`src/rtl/rf_bypass_sb_pkg.sv`:
```
// rf_bypass_sb_pkg: shared register-file constants and index types
package rf_bypass_sb_pkg;
    localparam int RF_WIDTH = 16;
    localparam int RF_NREG  = 8;
    localparam int RF_SEL_W = 3;
    typedef logic [RF_SEL_W-1:0] sel_t;
endpackage

```
`src/rtl/rf_en_reg.sv`:
```
// rf_en_reg: enabled data register with asynchronous clear
module rf_en_reg #(
    parameter int W = 16
) (
    input  logic         clk,
    input  logic         rst,
    input  logic         en_i,
    input  logic [W-1:0] d_i,
    output logic [W-1:0] q_o
);
    logic [W-1:0] data_q;
    // load on enable, otherwise hold
    always_ff @(posedge clk or posedge rst)
        if (rst) data_q <= '0;
        else if (en_i) data_q <= d_i;
    assign q_o = data_q;
endmodule

```
`src/rtl/rf_scoreboard.sv`:
```
// rf_scoreboard: per-register pending-write tracking with writeback-aware ready
module rf_scoreboard #(
    parameter int NREG = 8
) (
    input  logic            clk,
    input  logic            rst,
    input  logic [NREG-1:0] set,
    input  logic [NREG-1:0] clear,
    output logic [NREG-1:0] busy,
    output logic [NREG-1:0] ready
);
    logic [NREG-1:0] busy_q, busy_d;
    // a new producer outranks a writeback landing on the same register
    always_comb busy_d = (busy_q & ~clear) | set;
    // pending-write bits
    always_ff @(posedge clk or posedge rst)
        if (rst) busy_q <= '0;
        else busy_q <= busy_d;
    assign busy  = busy_q;
    assign ready = ~busy_q | clear;
endmodule

```
`src/rtl/rf_bypass_sb.sv`:
```
// rf_bypass_sb: register file with same-cycle write bypass and scoreboard hazard detection
module rf_bypass_sb
    import rf_bypass_sb_pkg::*;
#(
    parameter int WIDTH = RF_WIDTH,
    parameter int NREG  = RF_NREG
) (
    input  logic             clk,
    input  logic             rst,
    input  sel_t             read1RegSel,
    input  logic             read1En,
    input  sel_t             read2RegSel,
    input  logic             read2En,
    output logic [WIDTH-1:0] read1Data,
    output logic [WIDTH-1:0] read2Data,
    input  sel_t             writeRegSel,
    input  logic [WIDTH-1:0] writeData,
    input  logic             writeEn,
    input  logic             issueEn,
    input  sel_t             issueRegSel,
    output logic             stall,
    output logic             err
);
    logic [WIDTH-1:0] regs [NREG];
    logic [NREG-1:0]  wr_dec, set_vec, busy, ready;
    logic             err_q, err_d;

    assign wr_dec = writeEn ? NREG'(1) << writeRegSel : '0;

    for (genvar g = 0; g < NREG; g++) begin : g_reg
        rf_en_reg #(.W(WIDTH)) u_reg (
            .clk  (clk),
            .rst  (rst),
            .en_i (wr_dec[g]),
            .d_i  (writeData),
            .q_o  (regs[g])
        );
    end

    rf_scoreboard #(.NREG(NREG)) u_sb (
        .clk   (clk),
        .rst   (rst),
        .set   (set_vec),
        .clear (wr_dec),
        .busy  (busy),
        .ready (ready)
    );

    assign read1Data = (writeEn && writeRegSel == read1RegSel) ? writeData : regs[read1RegSel];
    assign read2Data = (writeEn && writeRegSel == read2RegSel) ? writeData : regs[read2RegSel];

    // RAW on either source or WAW on the destination holds decode
    always_comb begin
        stall   = (read1En && !ready[read1RegSel]) || (read2En && !ready[read2RegSel]) ||
                  (issueEn && !ready[issueRegSel]);
        set_vec = (issueEn && !stall) ? NREG'(1) << issueRegSel : '0;
        err_d   = writeEn && !busy[writeRegSel];
    end

    // flag a writeback nobody was waiting for, one cycle late
    always_ff @(posedge clk or posedge rst)
        if (rst) err_q <= 1'b0;
        else err_q <= err_d;
    assign err = err_q;
endmodule
```
`config.mk`:
```
export PLATFORM = sky130hd
export DESIGN_NAME = rf_bypass_sb
export DESIGN_NICKNAME = d
export VERILOG_FILES = /design/src/rtl/rf_bypass_sb_pkg.sv /design/src/rtl/rf_en_reg.sv /design/src/rtl/rf_scoreboard.sv /design/src/rtl/rf_bypass_sb.sv
export SDC_FILE = /design/constraint.sdc
export NUM_CORES = 1
export LEC_CHECK = 0
export BUFFER_PORTS_ARGS = -buffer_cell sky130_fd_sc_hd__buf_4
export CORE_AREA = 2 2 123 125
export DETAILED_ROUTE_END_ITERATION = 8
export DIE_AREA = 0 0 125 127
export PLACE_DENSITY_LB_ADDON = 0.3
export SKIP_CTS_REPAIR_TIMING = 1
export SLEW_MARGIN = 40
export SYNTH_ARGS = -nofsm -noshare
export SYNTH_HDL_FRONTEND = slang
export SYNTH_SLANG_ARGS = --single-unit
```
`constraint.sdc`:
```
create_clock -name clk -period 4.1 [get_ports clk]
set_clock_uncertainty 0.05 [all_clocks]
set_input_delay 0.205 -clock clk [delete_from_list [all_inputs] [get_ports clk]]
set_output_delay 0.205 -clock clk [all_outputs]
set_load 0.02 [all_outputs]
```
# == Word-level counts from Yosys, hierarchy flattened ==
# Cells that the tools add are included.
# totals
mem_bits_rw,0
wordCells,59
mem_bits_ro,0
latchBits,0
register_bits,137
output_inout_bits,34
n_memories,0
# classes
addsub,0
n_reduce_logical,14
div,0
n_eq_ne,2
muxes,18
bitwise,7
shifts,2
magnitude_cmp,6
multipliers,0
# op_table
cell,count
binary-select mux 16 bit (select 3 bit),2
2-to-1 mux 16 bit,6
less-than comparator 3 x 4 -> 1 bit (second input constant),4
2-to-1 mux 8 bit,2
NOT 8 bit,2
bitwise OR 8 bit,2
left shift 1 x 3 -> 8 bit (first input constant),2
binary-select mux 1 bit (select 3 bit),4
bitwise AND 8 bit,1
greater-or-equal comparator 4 bit (second input constant),2
NOT 3 -> 4 bit,2
logical AND 1 bit,7
equality test 3 bit,2
zero test 1 bit,5
2-to-1 mux 1 bit,4
logical OR 1 bit,2

# == Logic depth before layout (Yosys ltp) ==
# depth
word_depth,13
mapped_depth,9
ltp_nobuf,6

# == Modules after synthesis ==
# A second synthesis with hierarchy kept.
# unflattened
hier_cells,563
area_unflattened_um2,8305.5
# modules_own_cells
mod,instances,seq_area_each_um2,area_each_um2,cells_each
rf_en_reg,8,400.4,653.1,35
rf_bypass_sb,1,25.0,2696.3,258
rf_scoreboard,1,200.2,384.1,25

# == Worst setup path before layout ==
# OpenSTA, ideal clock, no wires.
# synth_path
path_type,in2out
start,in writeRegSel[2]
end,out stall
path_buffers,2
setup_slack_ns,1.844
cell_stages,8
t_arrival_ns,2.001
t_required_ns,3.845
cell_sequence,buf_6 > nor4b_4 > or2b_1 > mux2i_1 > o311a_1 > a32o_1 > buf_6 > or2_2
# synth_via
elab_chain_len,9
word_cells_on_any_way,17
# synth_lines
element,line_no,rtl
"start, declared",rf_bypass_sb.sv:16,"input sel_t writeRegSel,"
left shift 1 x 3 -> 8 bit *,rf_bypass_sb.sv:28,assign wr_dec = writeEn ? NREG'(1) << writeRegSel : '0;
2-to-1 mux 8 bit *,rf_bypass_sb.sv:28,
bitwise OR 8 bit *,rf_scoreboard.sv:20,assign ready = ~busy_q | clear;
binary-select mux 1 bit (select 3 bit),rf_bypass_sb.sv:54,stall = (read1En && !ready[read1RegSel]) || (read2En && !ready[read2RegSel]) ||
2-to-1 mux 1 bit (implied by the code),rf_bypass_sb.sv:54,
zero test 1 bit,rf_bypass_sb.sv:54,
logical AND 1 bit,rf_bypass_sb.sv:54,
logical OR 1 bit,rf_bypass_sb.sv:54,
logical OR 1 bit *,rf_bypass_sb.sv:54,
"end, declared",rf_bypass_sb.sv:21,"output logic stall,"
# Every way passes the cells marked *; elsewhere a longest branch is shown, timed or not. The select of a mux whose other input is x is not followed.

# == Worst setup path in the final report ==
# layout_path
start,in writeRegSel[1]
end,out stall
# The elaborated chain is that of the path after synthesis.

==> impl_metrics.env <==
export IMPL_run_status="complete, no violations"
export IMPL_hpwlAfterDp_um=11400
export IMPL_yosysSeqAreaShare_pct=44.2
export IMPL_p_per_area_mw_per_mm2=523
export IMPL_yosys_warnings=0
export IMPL_wl_per_cell_um=22.6
export IMPL_critical_path_max_stage_delay_ns=0.70
export IMPL_clkTransAtPathRegs_ns=0.06
export IMPL_yosys_area_top_type="dfrtp_1"
export IMPL_path_cells="buf_4, and4bb_2, nand2b_1, mux2i_1, o311a_1, a32o_1, or2_2, buf_4"
export IMPL_fmax_mhz=358
export IMPL_h_tree_depth=4
export IMPL_viasPerCell=6.34
export IMPL_hold_viol_final=0
export IMPL_crit_path_frequent_cell="buf_4"
export IMPL_drc=0
export IMPL_coreArea_mm2=0.0144
export IMPL_drt_iter0_drc=350
export IMPL_rows=44
export IMPL_endpoint_kind="primary output"
export IMPL_gp_routability_congestion=0.892
export IMPL_grt_pass1_wl_um=29900
export IMPL_setup_viol=0
export IMPL_die_area_mm2=0.0159
export IMPL_antenna_cells=0
export IMPL_fillers=1138
export IMPL_cts_buffers=17
export IMPL_yosysTopAreaCellShare_pct=44.2
export IMPL_antenna_found_initial=0
export IMPL_grt_max_degree=72
export IMPL_firstDrtPassIters=4
export IMPL_port_buffers=67
export IMPL_cts_tree="built"
export IMPL_drive_above_1_share_pct=46.9
export IMPL_rsz0062_at_grt="no"
export IMPL_syn_cell_area_mm2=0.00776
export IMPL_crit_path_top_delay_cell="and4bb_2"
export IMPL_clk_path_buf_depth=2
export IMPL_fin_nets=662
export IMPL_antenna_left=0
export IMPL_num_vias=5223
export IMPL_die_w_um=125
export IMPL_synth_seq_cells=137
export IMPL_syn_inst=588
export IMPL_io_pins=68
export IMPL_grtUsageMet2_pct=39.2
export IMPL_maxCapViolCount=0
export IMPL_grt_pass1_vias=5459
export IMPL_max_slew_margin_pct=50.0
export IMPL_fin_hold_ws_ns=0.0127
export IMPL_worstPathRequired_ns=3.85
export IMPL_initial_core_util_pct=53.8
export IMPL_path_delay_family="simple AND/OR/NAND/NOR gates"
export IMPL_ys_types=34
export IMPL_power_leakage_nw=3.90
export IMPL_path_class="in -> out"
export IMPL_globalRoute_busiestLayer="met2"
export IMPL_cts_root_buf="clkbuf_16"
export IMPL_critPathMaxFanout=17
export IMPL_areaGrowthSynthToFinish_pct=16.0
export IMPL_cts_sinks=137
export IMPL_avgSynthCellArea_um2=13.2
export IMPL_critPathArrivalTime_ns=2.54
export IMPL_synth_edf_count=0
export IMPL_synthTopCellsByCount="dfrtp_1 (137), mux2_2 (112), mux4_2 (68)"
export IMPL_layout_area_seq_mm2=0.00343
export IMPL_cp_start_kind="input pin"
export IMPL_setup_tns_ns=0
export IMPL_multi_input_area_mm2=0.00409
export IMPL_synthArstFlopShare_pct=100
export IMPL_final_min_clock_period_ns=2.79
export IMPL_final_max_slew_viol_count=0
export IMPL_yosys_cell_count_top_type="dfrtp_1"
export IMPL_grt_util_met1_pct=33.5
export IMPL_synthesis_nets=622
export IMPL_min_delay_path_class="in -> reg"
export IMPL_synth_main_ff_cell="dfrtp_1"
export IMPL_track_usage_pct=24.6
export IMPL_die_y_um=127
export IMPL_finalCritPeriodShare_pct=68.1
export IMPL_critPathBufInv=2
export IMPL_clkLatencyLatePin_ns=0.41
export IMPL_use_met3_pct=6.11
export IMPL_tightest_slew_ns=0.748
export IMPL_grt_overflow_total=0
export IMPL_routed_wl_um=18600
export IMPL_vdd_drop_max_uv=314
export IMPL_synthTopCellsByArea="dfrtp_1 (44%), mux4_2 (20%), mux2_2 (16%)"
-- final timing paths --
check	start	endpoint	slack, ns	depth (start not counted)
setup reg to reg	u_sb.busy[6]	u_sb.busy[5]	1.98	5
min in group asynchronous	rst	g_reg[6].u_reg.q_o[1]	0.40	3
hold reg to reg	g_reg[2].u_reg.q_o[12]	g_reg[2].u_reg.q_o[12]	0.45	2
hold / removal	writeData[9]	g_reg[2].u_reg.q_o[9]	0.01	3
setup / recovery	writeRegSel[1]	stall	1.31	8
max in group asynchronous	rst	g_reg[2].u_reg.q_o[14]	2.66	4
-- logic make-up (layout without fill, tap and decap cells) --
kind of cell | after synthesis | count (layout) | share of synthesized area [%]
buf+inv | 64 | 116 | 3.47
mux | 215 | 215 | 40.5
compound gates | 55 | 55 | 4.29
simple gates | 111 | 111 | 6.84
xor+xnor | 6 | 6 | 0.678
flops | 137 | 137 | 44.2
-- routing by layer --
| layer | wire [um] | up-vias |
|---|---|---|
| met3 | 1060 | 34 |
| met2 | 9070 | 183 |
| met4 | 362 | 0 |
| met1 | 8110 | 2723 |
| met5 | 0 | - |
| li1 | - | 2283 |
-- layout make-up --
| type | instances | share of cell area, % |
|---|---|---|
| multi-input combinational | 387 | 45.5 |
| sequential | 137 | 38.1 |
| timing repair buffer | 82 | 6.87 |
| clock buffer | 21 | 5.23 |
| tap | 184 | 2.56 |
| clock inverter | 10 | 1.57 |
| inverter | 3 | 0.181 |
-- tightest hold or removal path, delay by kind of cell --
kind                   cells  cell delay [ns]
buffers and inverters      1             0.13
AND/OR/NAND/NOR            2             0.10
-- cells in the final DEF (no fill, tap or decap), drive strengths merged, types with 2 or more instances in the layout --
cell      count
mux2i        35
nand2        57
clkinv        3
clkbuf       21
inv           5
nor2         32
a311oi        2
a21oi        32
a31oi         3
or2           2
xnor2         6
nand2b        5
clkinvlp      2
dfrtp       137
mux2        112
nand4b        3
nor4bb        2
nand4         3
bufinv        3
mux4         68
o21ai         6
o41ai         8
buf          81
-- registers in the layout, indices dropped and copies added, names as in the netlist --
register,cells
err,1
g.u_reg.q_o,128
u_sb.busy,8
-- where the power goes --
| part | internal (mW) | switching (mW) | total [mW] |
|---|---|---|---|
| sequential | 1.65 | 0.213 | 1.86 |
| combinational | 0.708 | 0.552 | 1.26 |
| clock | 1.00 | 0.577 | 1.58 |
| total | 3.36 | 1.34 | 4.70 |
-- per-stage QoR --
stage	total power, mW	setup slack (ns)	std cells	utilization (%)	instance area [um2]
6_report	4.70	1.31	824	62.4	8990
3_5_place_dp	3.14	1.30	792	58.0	8370
3_3_place_gp	3.08	1.33	792	58.0	8370
2_1_floorplan	2.75	0.177	588	-	7760
5_1_grt	4.93	1.21	824	62.4	8990
4_1_cts	4.73	1.31	823	62.3	8980
No activity file was read; power rests on OpenSTA's default activity.
